File: src/rtl/serial_adder_pkg.sv
// Shared definitions for the serial adder: FSM state encoding and the
// helper that turns operand width and digit size into an ADD cycle count.
package serial_adder_pkg;

    typedef enum logic [1:0] {
        ST_IDLE = 2'd0,
        ST_ADD  = 2'd1,
        ST_DONE = 2'd2
    } state_t;

    // Number of ADD cycles needed to consume a WIDTH-bit operand DIGIT bits at a time.
    function automatic int digit_cycles(input int width, input int digit);
        return width / digit;
    endfunction

    // Counter width: one bit wider than strictly needed so the last count fits comfortably.
    function automatic int count_width(input int cycles);
        return $clog2(cycles) + 1;
    endfunction

endpackage

File: src/rtl/full_adder_cell.sv
// One-bit combinational full adder; the serial adder chains DIGIT of these
// into a ripple slice.
module full_adder_cell (
    input  logic a,
    input  logic b,
    input  logic ci,
    output logic s,
    output logic co
);

    // Sum and carry of a single bit position.
    always_comb begin
        s  = a ^ b ^ ci;
        co = (a & b) | (a & ci) | (b & ci);
    end

endmodule

File: src/rtl/serial_adder.sv
// Multi-cycle adder: {Co,S} = A + B + Ci, processed DIGIT bits per clock
// through a ripple slice of full_adder_cell and one registered carry.
// Handshake: start is accepted in IDLE or DONE, busy is high in ADD, done
// pulses for one cycle in DONE.  S/Co only change when a result completes.
// Optional feature: define SERIAL_ADDER_SUB_EN to add a Sub input that turns
// the operation into A - B (Co=1 meaning no borrow).
module serial_adder
    import serial_adder_pkg::*;
#(
    parameter int WIDTH = 8,
    parameter int DIGIT = 1
) (
    input  logic             clk,
    input  logic             reset,
    input  logic             start,
    input  logic [WIDTH-1:0] A,
    input  logic [WIDTH-1:0] B,
    input  logic             Ci,
`ifdef SERIAL_ADDER_SUB_EN
    input  logic             Sub,
`endif
    output logic             busy,
    output logic             done,
    output logic [WIDTH-1:0] S,
    output logic             Co
);

    localparam int NCYC = digit_cycles(WIDTH, DIGIT);
    localparam int CW   = count_width(NCYC);
    localparam logic [CW-1:0] CNT_ZERO = CW'(0);
    localparam logic [CW-1:0] CNT_ONE  = CW'(1);
    localparam logic [CW-1:0] CNT_LAST = CW'(NCYC - 1);

    state_t             state_r;
    state_t             state_next_s;
    logic [WIDTH-1:0]   a_r;
    logic [WIDTH-1:0]   b_r;
    logic               carry_r;
    logic [CW-1:0]      cnt_r;
    logic [WIDTH-1:0]   res_r;
    logic [WIDTH-1:0]   res_next_s;
    logic [DIGIT-1:0]   sum_s;
    logic [DIGIT:0]     chain_s;
    logic [WIDTH-1:0]   b_cap_s;
    logic               c_cap_s;
    logic               accept_s;
    logic               last_s;
    logic               busy_next_s;
    logic               done_next_s;

    // Ripple slice: DIGIT cells fed by the low operand bits and the carry register.
    assign chain_s[0] = carry_r;
    for (genvar i = 0; i < DIGIT; i++) begin : g_cell
        full_adder_cell u_cell (
            .a  (a_r[i]),
            .b  (b_r[i]),
            .ci (chain_s[i]),
            .s  (sum_s[i]),
            .co (chain_s[i+1])
        );
    end

    // Operand B and initial carry as they are loaded on an accepted start.
    always_comb begin
        b_cap_s = B;
        c_cap_s = Ci;
`ifdef SERIAL_ADDER_SUB_EN
        if (Sub) begin
            // Two's complement subtraction: A + ~B + 1.
            b_cap_s = ~B;
            c_cap_s = 1'b1;
        end else begin
            b_cap_s = B;
            c_cap_s = Ci;
        end
`endif
    end

    // Handshake qualifiers and the next partial result (new digit enters at the MSB end).
    always_comb begin
        accept_s   = start && ((state_r == ST_IDLE) || (state_r == ST_DONE));
        last_s     = (state_r == ST_ADD) && (cnt_r == CNT_LAST);
        res_next_s = WIDTH'({sum_s, res_r} >> DIGIT);
    end

    // FSM state register.
    always_ff @(posedge clk or posedge reset) begin
        if (reset) begin
            state_r <= ST_IDLE;
        end else begin
            state_r <= state_next_s;
        end
    end

    // FSM next-state logic.
    always_comb begin
        state_next_s = state_r;
        case (state_r)
            ST_IDLE: begin
                if (start) begin
                    state_next_s = ST_ADD;
                end else begin
                    state_next_s = ST_IDLE;
                end
            end
            ST_ADD: begin
                if (last_s) begin
                    state_next_s = ST_DONE;
                end else begin
                    state_next_s = ST_ADD;
                end
            end
            ST_DONE: begin
                if (start) begin
                    state_next_s = ST_ADD;
                end else begin
                    state_next_s = ST_IDLE;
                end
            end
            default: begin
                state_next_s = ST_IDLE;
            end
        endcase
    end

    // FSM output decode, taken from the next state so busy/done can be registered.
    always_comb begin
        busy_next_s = 1'b0;
        done_next_s = 1'b0;
        case (state_next_s)
            ST_ADD:  busy_next_s = 1'b1;
            ST_DONE: done_next_s = 1'b1;
            default: begin
                busy_next_s = 1'b0;
                done_next_s = 1'b0;
            end
        endcase
    end

    // Registered handshake outputs; reset drops them at once.
    always_ff @(posedge clk or posedge reset) begin
        if (reset) begin
            busy <= 1'b0;
            done <= 1'b0;
        end else begin
            busy <= busy_next_s;
            done <= done_next_s;
        end
    end

    // Operand shift registers, carry register, digit counter and partial result.
    always_ff @(posedge clk or posedge reset) begin
        if (reset) begin
            a_r     <= {WIDTH{1'b0}};
            b_r     <= {WIDTH{1'b0}};
            carry_r <= 1'b0;
            cnt_r   <= CNT_ZERO;
            res_r   <= {WIDTH{1'b0}};
        end else if (accept_s) begin
            a_r     <= A;
            b_r     <= b_cap_s;
            carry_r <= c_cap_s;
            cnt_r   <= CNT_ZERO;
        end else if (state_r == ST_ADD) begin
            a_r     <= a_r >> DIGIT;
            b_r     <= b_r >> DIGIT;
            carry_r <= chain_s[DIGIT];
            cnt_r   <= cnt_r + CNT_ONE;
            res_r   <= res_next_s;
        end else begin
            a_r     <= a_r;
            b_r     <= b_r;
            carry_r <= carry_r;
            cnt_r   <= cnt_r;
            res_r   <= res_r;
        end
    end

    // Visible result: loaded only as the final digit completes, held otherwise.
    always_ff @(posedge clk or posedge reset) begin
        if (reset) begin
            S  <= {WIDTH{1'b0}};
            Co <= 1'b0;
        end else if (last_s) begin
            S  <= res_next_s;
            Co <= chain_s[DIGIT];
        end else begin
            S  <= S;
            Co <= Co;
        end
    end

endmodule

File: config.mk
export PLATFORM = sky130hd
export DESIGN_NAME = serial_adder
export DESIGN_NICKNAME = d
export VERILOG_FILES = /design/src/rtl/serial_adder_pkg.sv /design/src/rtl/full_adder_cell.sv /design/src/rtl/serial_adder.sv
export SDC_FILE = /design/constraint.sdc
export NUM_CORES = 1
export LEC_CHECK = 0
export ABC_AREA = 1
export ABC_CLOCK_PERIOD_IN_PS = 1300
export BUFFER_PORTS_ARGS = -buffer_cell sky130_fd_sc_hd__buf_2
export CAP_MARGIN = 0
export CORE_UTILIZATION = 50
export CTS_BUF_LIST = sky130_fd_sc_hd__clkbuf_8
export CTS_CLUSTER_SIZE = 40
export DETAILED_ROUTE_END_ITERATION = 6
export GPL_TIMING_DRIVEN = 0
export PLACE_DENSITY = 0.75
export SYNTH_ARGS = -nofsm -noshare
export SYNTH_HDL_FRONTEND = slang
export SYNTH_HIERARCHICAL = 1
export SYNTH_SLANG_ARGS = --single-unit
File: constraint.sdc
create_clock -name clk -period 1.3 [get_ports clk]
set_input_delay 0.39 -clock clk [delete_from_list [all_inputs] [get_ports clk]]
set_output_delay 0.39 -clock clk [all_outputs]
set_load 0.03 [all_outputs]
# Word-level counts from Yosys, hierarchy flattened
# Cells that the tools add are included.
dict set report totals {
  ff_bits 42
  input_bits 20
  out_inout_bits 11
  wordCells 44
}
dict set report classes {
  addsub 1
  eq_ne 5
  n_mux 13
  bitwise 8
  reduce_logical 7
}
# cell count
set op_table {}
lappend op_table {{two-way mux 8 bit} 4}
lappend op_table {{two-way mux 4 bit} 2}
lappend op_table {{two-way mux 1 bit} 5}
lappend op_table {{adder 4 x 1 -> 4 bit, second input constant} 1}
lappend op_table {{equality test 2 x 1 -> 1 bit, second input constant} 2}
lappend op_table {{equality test 2 bit, second input constant} 2}
lappend op_table {{equality test 4 x 3 -> 1 bit, second input constant} 1}
lappend op_table {{case mux 2 bit (2 select lines)} 1}
lappend op_table {{bitwise AND 1 bit} 3}
lappend op_table {{logical AND 1 bit} 2}
lappend op_table {{logical NOT 2 bit} 1}
lappend op_table {{two-way mux 2 bit} 1}
lappend op_table {{OR 1 bit} 2}
lappend op_table {{AND reduction 2 bit} 1}
lappend op_table {{nonzero test 2 bit} 1}
lappend op_table {{OR reduction 2 bit} 1}
lappend op_table {{bitwise XOR 1 bit} 2}
lappend op_table {{logical OR 1 bit} 1}
lappend op_table {{inverter 1 bit} 1}

# Depth between registers and ports, before layout
# Gate-level depths: netlist of the first run.
dict set report logic_depth {
  depth_word 6
  ltp_mapped 7
  ltp_nobuf 7
}

# Cells and area by module
# Netlist of the first run, hierarchy kept.
# mod n_inst cells_each area_per_inst_um2
set by_module_without_submodules {}
lappend by_module_without_submodules {serial_adder 1 192 1780.5}
lappend by_module_without_submodules {full_adder_cell 1 1 20.0}

# Worst setup path before layout of the first run
# Ideal clock, no wire load.
dict set report synth_path {
  kind {reg2reg}
  from {register cnt_r[0]}
  to {register S[0]}
  setup_time_ns 0.117
  arrival_ns 1.050
  t_required_ns 1.183
  setup_slack_ns 0.133
  path_stages_with_launch 8
  period_less_slack_ns 1.167
  path_cell_list {dfrtp_1 -> ha_1 -> nand2_1 -> nor2_2 -> nand2_4 -> buf_8 -> nand2_1 -> nand2_1}
}
dict set report synth_via {
  elab_chain_cells 2
}
# element line
set synth_rtl {}
lappend synth_rtl {{start, declared} serial_adder.sv:39} ;# logic [CW-1:0] cnt_r;
lappend synth_rtl {{start signal, assigned} serial_adder.sv:168} ;# cnt_r <= cnt_r + CNT_ONE;
lappend synth_rtl {{start signal, assigned} serial_adder.sv:174} ;# cnt_r <= cnt_r;
lappend synth_rtl {{equality test 4 x 3 -> 1 bit} serial_adder.sv:82} ;# last_s = (state_r == ST_ADD) && (cnt_r == CNT_LAST);
lappend synth_rtl {{logical AND 1 bit} serial_adder.sv:82}
lappend synth_rtl {{end signal, assigned} serial_adder.sv:182} ;# S <= {WIDTH{1'b0}};
lappend synth_rtl {{end signal, assigned} serial_adder.sv:185} ;# S <= res_next_s;
lappend synth_rtl {{end, declared} serial_adder.sv:24} ;# output logic [WIDTH-1:0] S,
# No other way between the ends.
# A chain may end at the register's enable or synchronous reset.

# Worst setup path in the final report of the first run
dict set report layout_path {
  from {register S[5]}
  to {output S[5]}
}
# No word-level cell between the ends.

==> flow_summary.ini, run 1 <==
[setup_path]
reg2reg_from = cnt_r[1]
arrival_ns = 0.86
cp.required_ns = 0.91
crit_path_end = S[5]
end_kind = output port
crit_fanout = 2
reg2reg_depth = 7
crit_buf_inv = 1
cp.depth = 1
startpoint_type = register
path_cells = buf_2
cp_slowest_cell = dfrtp_1
reg2reg_slack_ns = 0.05
crit_start = S[5]
r2r_end = Co
cp_top_family = flip-flops
cpPeakStageDelay_ns = 0.39
path_class = register to output port

[layout]
ff_latch_area_um2 = 1030
nFillCells = 283
drive_above_1_share_pct = 30.5
layout_commonest_cell = nand2_1
fin_cells = 282
area_growth_pct = 22.3
multi_input_area_um2 = 606
nets = 257
final_cell_mix = nand2_1, dfrtp_1, buf_2
insertedDiodeCount = 0
fin_util_pct = 65.0

[placed_design]
gp_congestion = 0.745
numPortBuffers = 30
dpl.hpwl_mm = 2.25
place_inst = 269

[global_route]
grt_usage_pct = 20.2
antenna_found_initial = 0
grt_overflow = 0
grt_pass1_vias = 1235
grt_pass1_wl_mm = 5.43
grt_max_degree = 42

[yosys]
postSynthCellCount = 193
ys.warnings.count = 6
synth_area_leaders = dfrtp_1, nand2_1, inv_1, o21ai_2, o211ai_1
synth_area_per_cell_um2 = 9.33
synth_cell_type_count = 24
syn_nets = 215
syn_area_um2 = 1800
yosys.area.top_type = dfrtp_1
yosysTopAreaCellShare_pct = 57.0
ys_seq_area_share_pct = 57.0
synth-seq-cells = 41

[route]
firstDrtPassIters = 5
postRouteAntennaNets = 0
vias_per_cell = 4.85
vias = 1367
drt_iter0_drc = 75
drc = 0
avgRoutedWirePerCell_um = 11.9
wl_mm = 3.35

[clocking]
path_clk_slew_ns = 0.08
cts_max_level = 2
cts_max_path_buffers = 2
worstSkewPairLatency_ns = 0.29
root_buffer = clkbuf_8
cts_tree = yes
cts_sinks = 41
numCtsBuffers = 5
hold_buffers = 0

[sta]
setup_viol = 0
max_freq_mhz = 800
fin_skew_ns = 0.00609
rsz0062_at_grt = false
fin_crit_sh_pct = 96.2
min_period_ns = 1.25
setup_tns_ns = 0
slew_headroom_pct = 43.4
worst_pin_slew_ns = 0.848
slew_viol_final = 0
finalHoldViolCount = 0

[power_and_ir_drop]
powerDensity_nw_per_um2 = 2580
leakagePower_uw = 0.00115
peakVddDrop_uv = 1350

[min_path]
min_path_type = input pin to async pin

[floorplanning]
initial_core_util_pct = 53.1
pin_count = 31
die_area_um2 = 3840
num_rows = 21
fp.coreArea_um2 = 3390
die_x_um = 62.0
die-height_um = 62.0

[status]
outcome = complete, no violations

[flow_run]
maxCapViolations = 0
-- state kept, by name, summed over array words and instances, names as in the netlist --
register	count
state_r	2
S	8
res_r	7
Co	1
carry_r	1
busy	1
cnt_r	4
done	1
a_r	8
b_r	8
-- how the worst min path moves through the flow --
stage	depth (start not counted)	endpoint	slack [ns]	start
floorplan	1	Co	0.38	reset
global placement	2	b_r[7]	0.46	b_r[7]
detailed placement	2	S[6]	0.46	S[6]
CTS	2	done	0.28	reset
global route	2	done	0.31	reset
finish	2	done	0.25	reset
-- area by class of cell --
| cell class | count | share of cell area (%) |
|---|---|---|
| Buffer | 7 | 3.13 |
| Clock buffer | 6 | 3.75 |
| Clock inverter | 2 | 1.70 |
| Inverter | 30 | 5.40 |
| Multi-Input combinational cell | 115 | 27.5 |
| Sequential cell | 41 | 46.6 |
| Tap cell | 46 | 2.61 |
| Timing Repair Buffer | 35 | 9.32 |
-- report_power, final --
part / switching (uW) / internal [uW] / leakage (uW) / total (uW)
logic: 1530 / 950 / 0.000579 / 2480
registers: 291 / 1840 / 0.000513 / 2130
clock network: 441 / 624 / 0.0000574 / 1070
-- cells by family (layout without fill, tap and decap cells) --
| logic type | Yosys count | after routing | share of synthesized area (%) |
|---|---|---|---|
| fa+ha+maj | 2 | 2 | 1.81 |
| simple gates | 78 | 78 | 17.8 |
| compound gates | 35 | 35 | 13.2 |
| flops | 41 | 41 | 57.0 |
| buf+inv | 37 | 80 | 10.2 |
-- per-layer routing --
layer,track usage (%),wire length [um]
met2,31.8,1600
met1,26.4,1560
met4,6.67,38
met5,0,0
met3,6.83,145
-- stage by stage --
stage | hold slack, ns | total power [uW] | area, um^2 | worst slack, ns
floorplan | 0.375 | 3900 | 1800 | 0.133
global placement | 0.458 | 4390 | 2010 | 0.0561
detailed placement | 0.462 | 4460 | 2010 | 0.0288
CTS | 0.278 | 5590 | 2140 | 0.00249
global route | 0.309 | 6120 | 2200 | 0.000208
finish | 0.252 | 5680 | 2200 | 0.0500
-- cell usage after synthesis --
| cell | instances |
|---|---|
| nand2_1 | 57 |
| dfrtp_1 | 41 |
| inv_1 | 28 |
| o21ai_0 | 10 |
| o21ai_2 | 9 |
| nor2_1 | 8 |
| o211ai_1 | 7 |
| nand3_1 | 6 |
| o21ai_1 | 5 |
| buf_6 | 3 |
| nand2_2 | 3 |
| a21oi_1 | 2 |
| buf_4 | 2 |
| nor3_1 | 2 |
| a21oi_2 | 1 |
| buf_2 | 1 |
| buf_8 | 1 |
| fa_1 | 1 |
| ha_1 | 1 |
| inv_2 | 1 |
| inv_4 | 1 |
| nand2_4 | 1 |
| nor2_2 | 1 |
| o211ai_2 | 1 |
-- what timing repair did --
action / 4_1_cts / 5_1_grt
gates resized for setup: 1 / 6
pin swaps: 0 / 3
setup buffers: 1 / 4
endpoints found under the hold margin: 0 / 0
gates cloned: 0 / 0
setup endpoints to repair: 1 / 14
(Power assumes the default switching activity.)
==> inputs of run 2 (changes only) <==
- SETUP_SLACK_MARGIN: unset -> 0.4
==> run 2 against run 1 <==
Setup slack worse by 0.045 ns; maximum frequency down 3.5%; sequential power up 8%; via count up 19%; clock power about the same; clock-buffer cell count unchanged; largest power group unchanged.
==> flow_summary.ini, run 2 (synthesis results as in run 1) <==
[status]
outcome = complete, no violations

[layout]
final_cell_area_um2 = 2860
insertedDiodeCount = 0
layout_commonest_cell = dfrtp_1
area_growth_pct = 58.6
nets = 283
fin_cells = 308
final_cell_mix = dfrtp_1, nand2_1, buf_6
nFillCells = 166
ff_latch_area_um2 = 1030
reg.largest.list = S x8, a_r x8, b_r x8
drive_above_1_share_pct = 58.4
multi_input_area_um2 = 846

[floorplanning]
fp.coreArea_um2 = 3390
num_rows = 21
die_area_um2 = 3840
die_x_um = 62.0
pin_count = 31
initial_core_util_pct = 53.1
die-height_um = 62.0

[setup_path]
cp.required_ns = 1.50
path_class = register to register
crit_fanout = 5
arrival_ns = 1.49
end_kind = register
startpoint_type = register

[placed_design]
gp_congestion = 0.731
numPortBuffers = 30
place_area_um2 = 2070
dpl.hpwl_mm = 2.34
place_inst = 269

[sta]
setup_viol = 0
slew_viol_final = 0
slew_headroom_pct = 39.6
fin_crit_sh_pct = 99.6
finalHoldViolCount = 0
max_freq_mhz = 772
worst_pin_slew_ns = 0.902
rsz0062_at_grt = true
min_period_ns = 1.30
fin_skew_ns = 0.0178

[clocking]
worstSkewPairLatency_ns = 0.31
root_buffer = clkbuf_8
path_clk_slew_ns = 0.10
cts_sinks = 41
cts_max_path_buffers = 2
numCtsBuffers = 5
cts_tree = yes
cts_max_level = 2

[global_route]
grt_pass1_vias = 1460
grt_overflow = 0
grt_pass1_wl_mm = 6.90
grt_max_degree = 42
grt_usage_pct = 25.8
antenna_found_initial = 0

[power_and_ir_drop]
leakagePower_uw = 0.00140
peakVddDrop_uv = 1580
powerDensity_nw_per_um2 = 2730

[route]
firstDrtPassIters = 4
drc = 0
vias_per_cell = 5.27
wl_mm = 5.53
avgRoutedWirePerCell_um = 17.9
vias = 1623
postRouteAntennaNets = 0
drt_iter0_drc = 130

[min_path]
min_path_type = input pin to async pin

[flow_run]
maxCapViolations = 0
## run 2: timing repair
| item | in CTS | in global routing |
|---|---|---|
| pin swaps | 7 | 8 |
| setup buffers | 12 | 10 |
| endpoints found under the setup margin | 52 | 57 |
| resized for setup | 66 | 52 |
| hold buffers | 0 | 0 |
| gates cloned | 5 | 4 |
## run 2: worst paths after layout
check,from,endpoint,slack [ns],cells past startpoint
worst max register to register,cnt_r[1],S[0],0.005,7
max in group asynchronous,reset,S[2],0.60,2
worst min register to register,res_r[7],res_r[7],0.51,2
min in group clk,B[5],b_r[5],0.31,3
worst min-delay path,reset,S[0],0.12,2
worst max-delay path,cnt_r[1],S[0],0.005,7
## run 2: critical path, stage by stage (launching register included)
cell and delay, ns:
dfrtp_1 0.39, ha_2 0.21, nand2_2 0.08, nor2_4 0.12
nand2_4 0.12, buf_12 0.16, nand2_1 0.06, nand2_1 0.07
## run 2: final cells by class
type                       count  share of cell area (%)
buffer                         7                    3.33
clock buffer                   6                    2.89
clock inverter                 2                    1.31
inverter                      30                    5.04
multi-input combinational    116                    29.6
sequential                    41                    36.0
tap                           46                    2.02
timing repair buffer          59                    19.6
timing repair inverter         1                   0.175
## run 2: routing by layer
layer / vias to the layer above / GRT usage, % / share of wire (%)
met1: 797 / 33.7 / 41
met5: - / 0 / 0
li1: 743 / - / -
met3: 24 / 4.55 / 5.2
met2: 59 / 42.2 / 51
met4: 0 / 10.8 / 3.5
## run 2: power by group
part           switching [uW]  total, uW  internal, uW
Clock                     480       1100           625
Combinational            2340       4400          2050
Sequential                446       2290          1850
Total                    3270       7790          4520
## run 2: through the flow
step	setup TNS (ns)	utilization (%)	worst slack, ns	total power, uW	hold WS, ns
2_1_floorplan	0	-	0.150	4050	0.375
3_3_place_gp	0	61.1	0.0779	4530	0.458
3_5_place_dp	0	61.1	0.0375	4620	0.463
4_1_cts	0	75.7	0.0540	6700	0.293
5_1_grt	-0.0429	84.2	-0.0261	8180	0.162
6_report	0	84.2	0.00493	7790	0.124
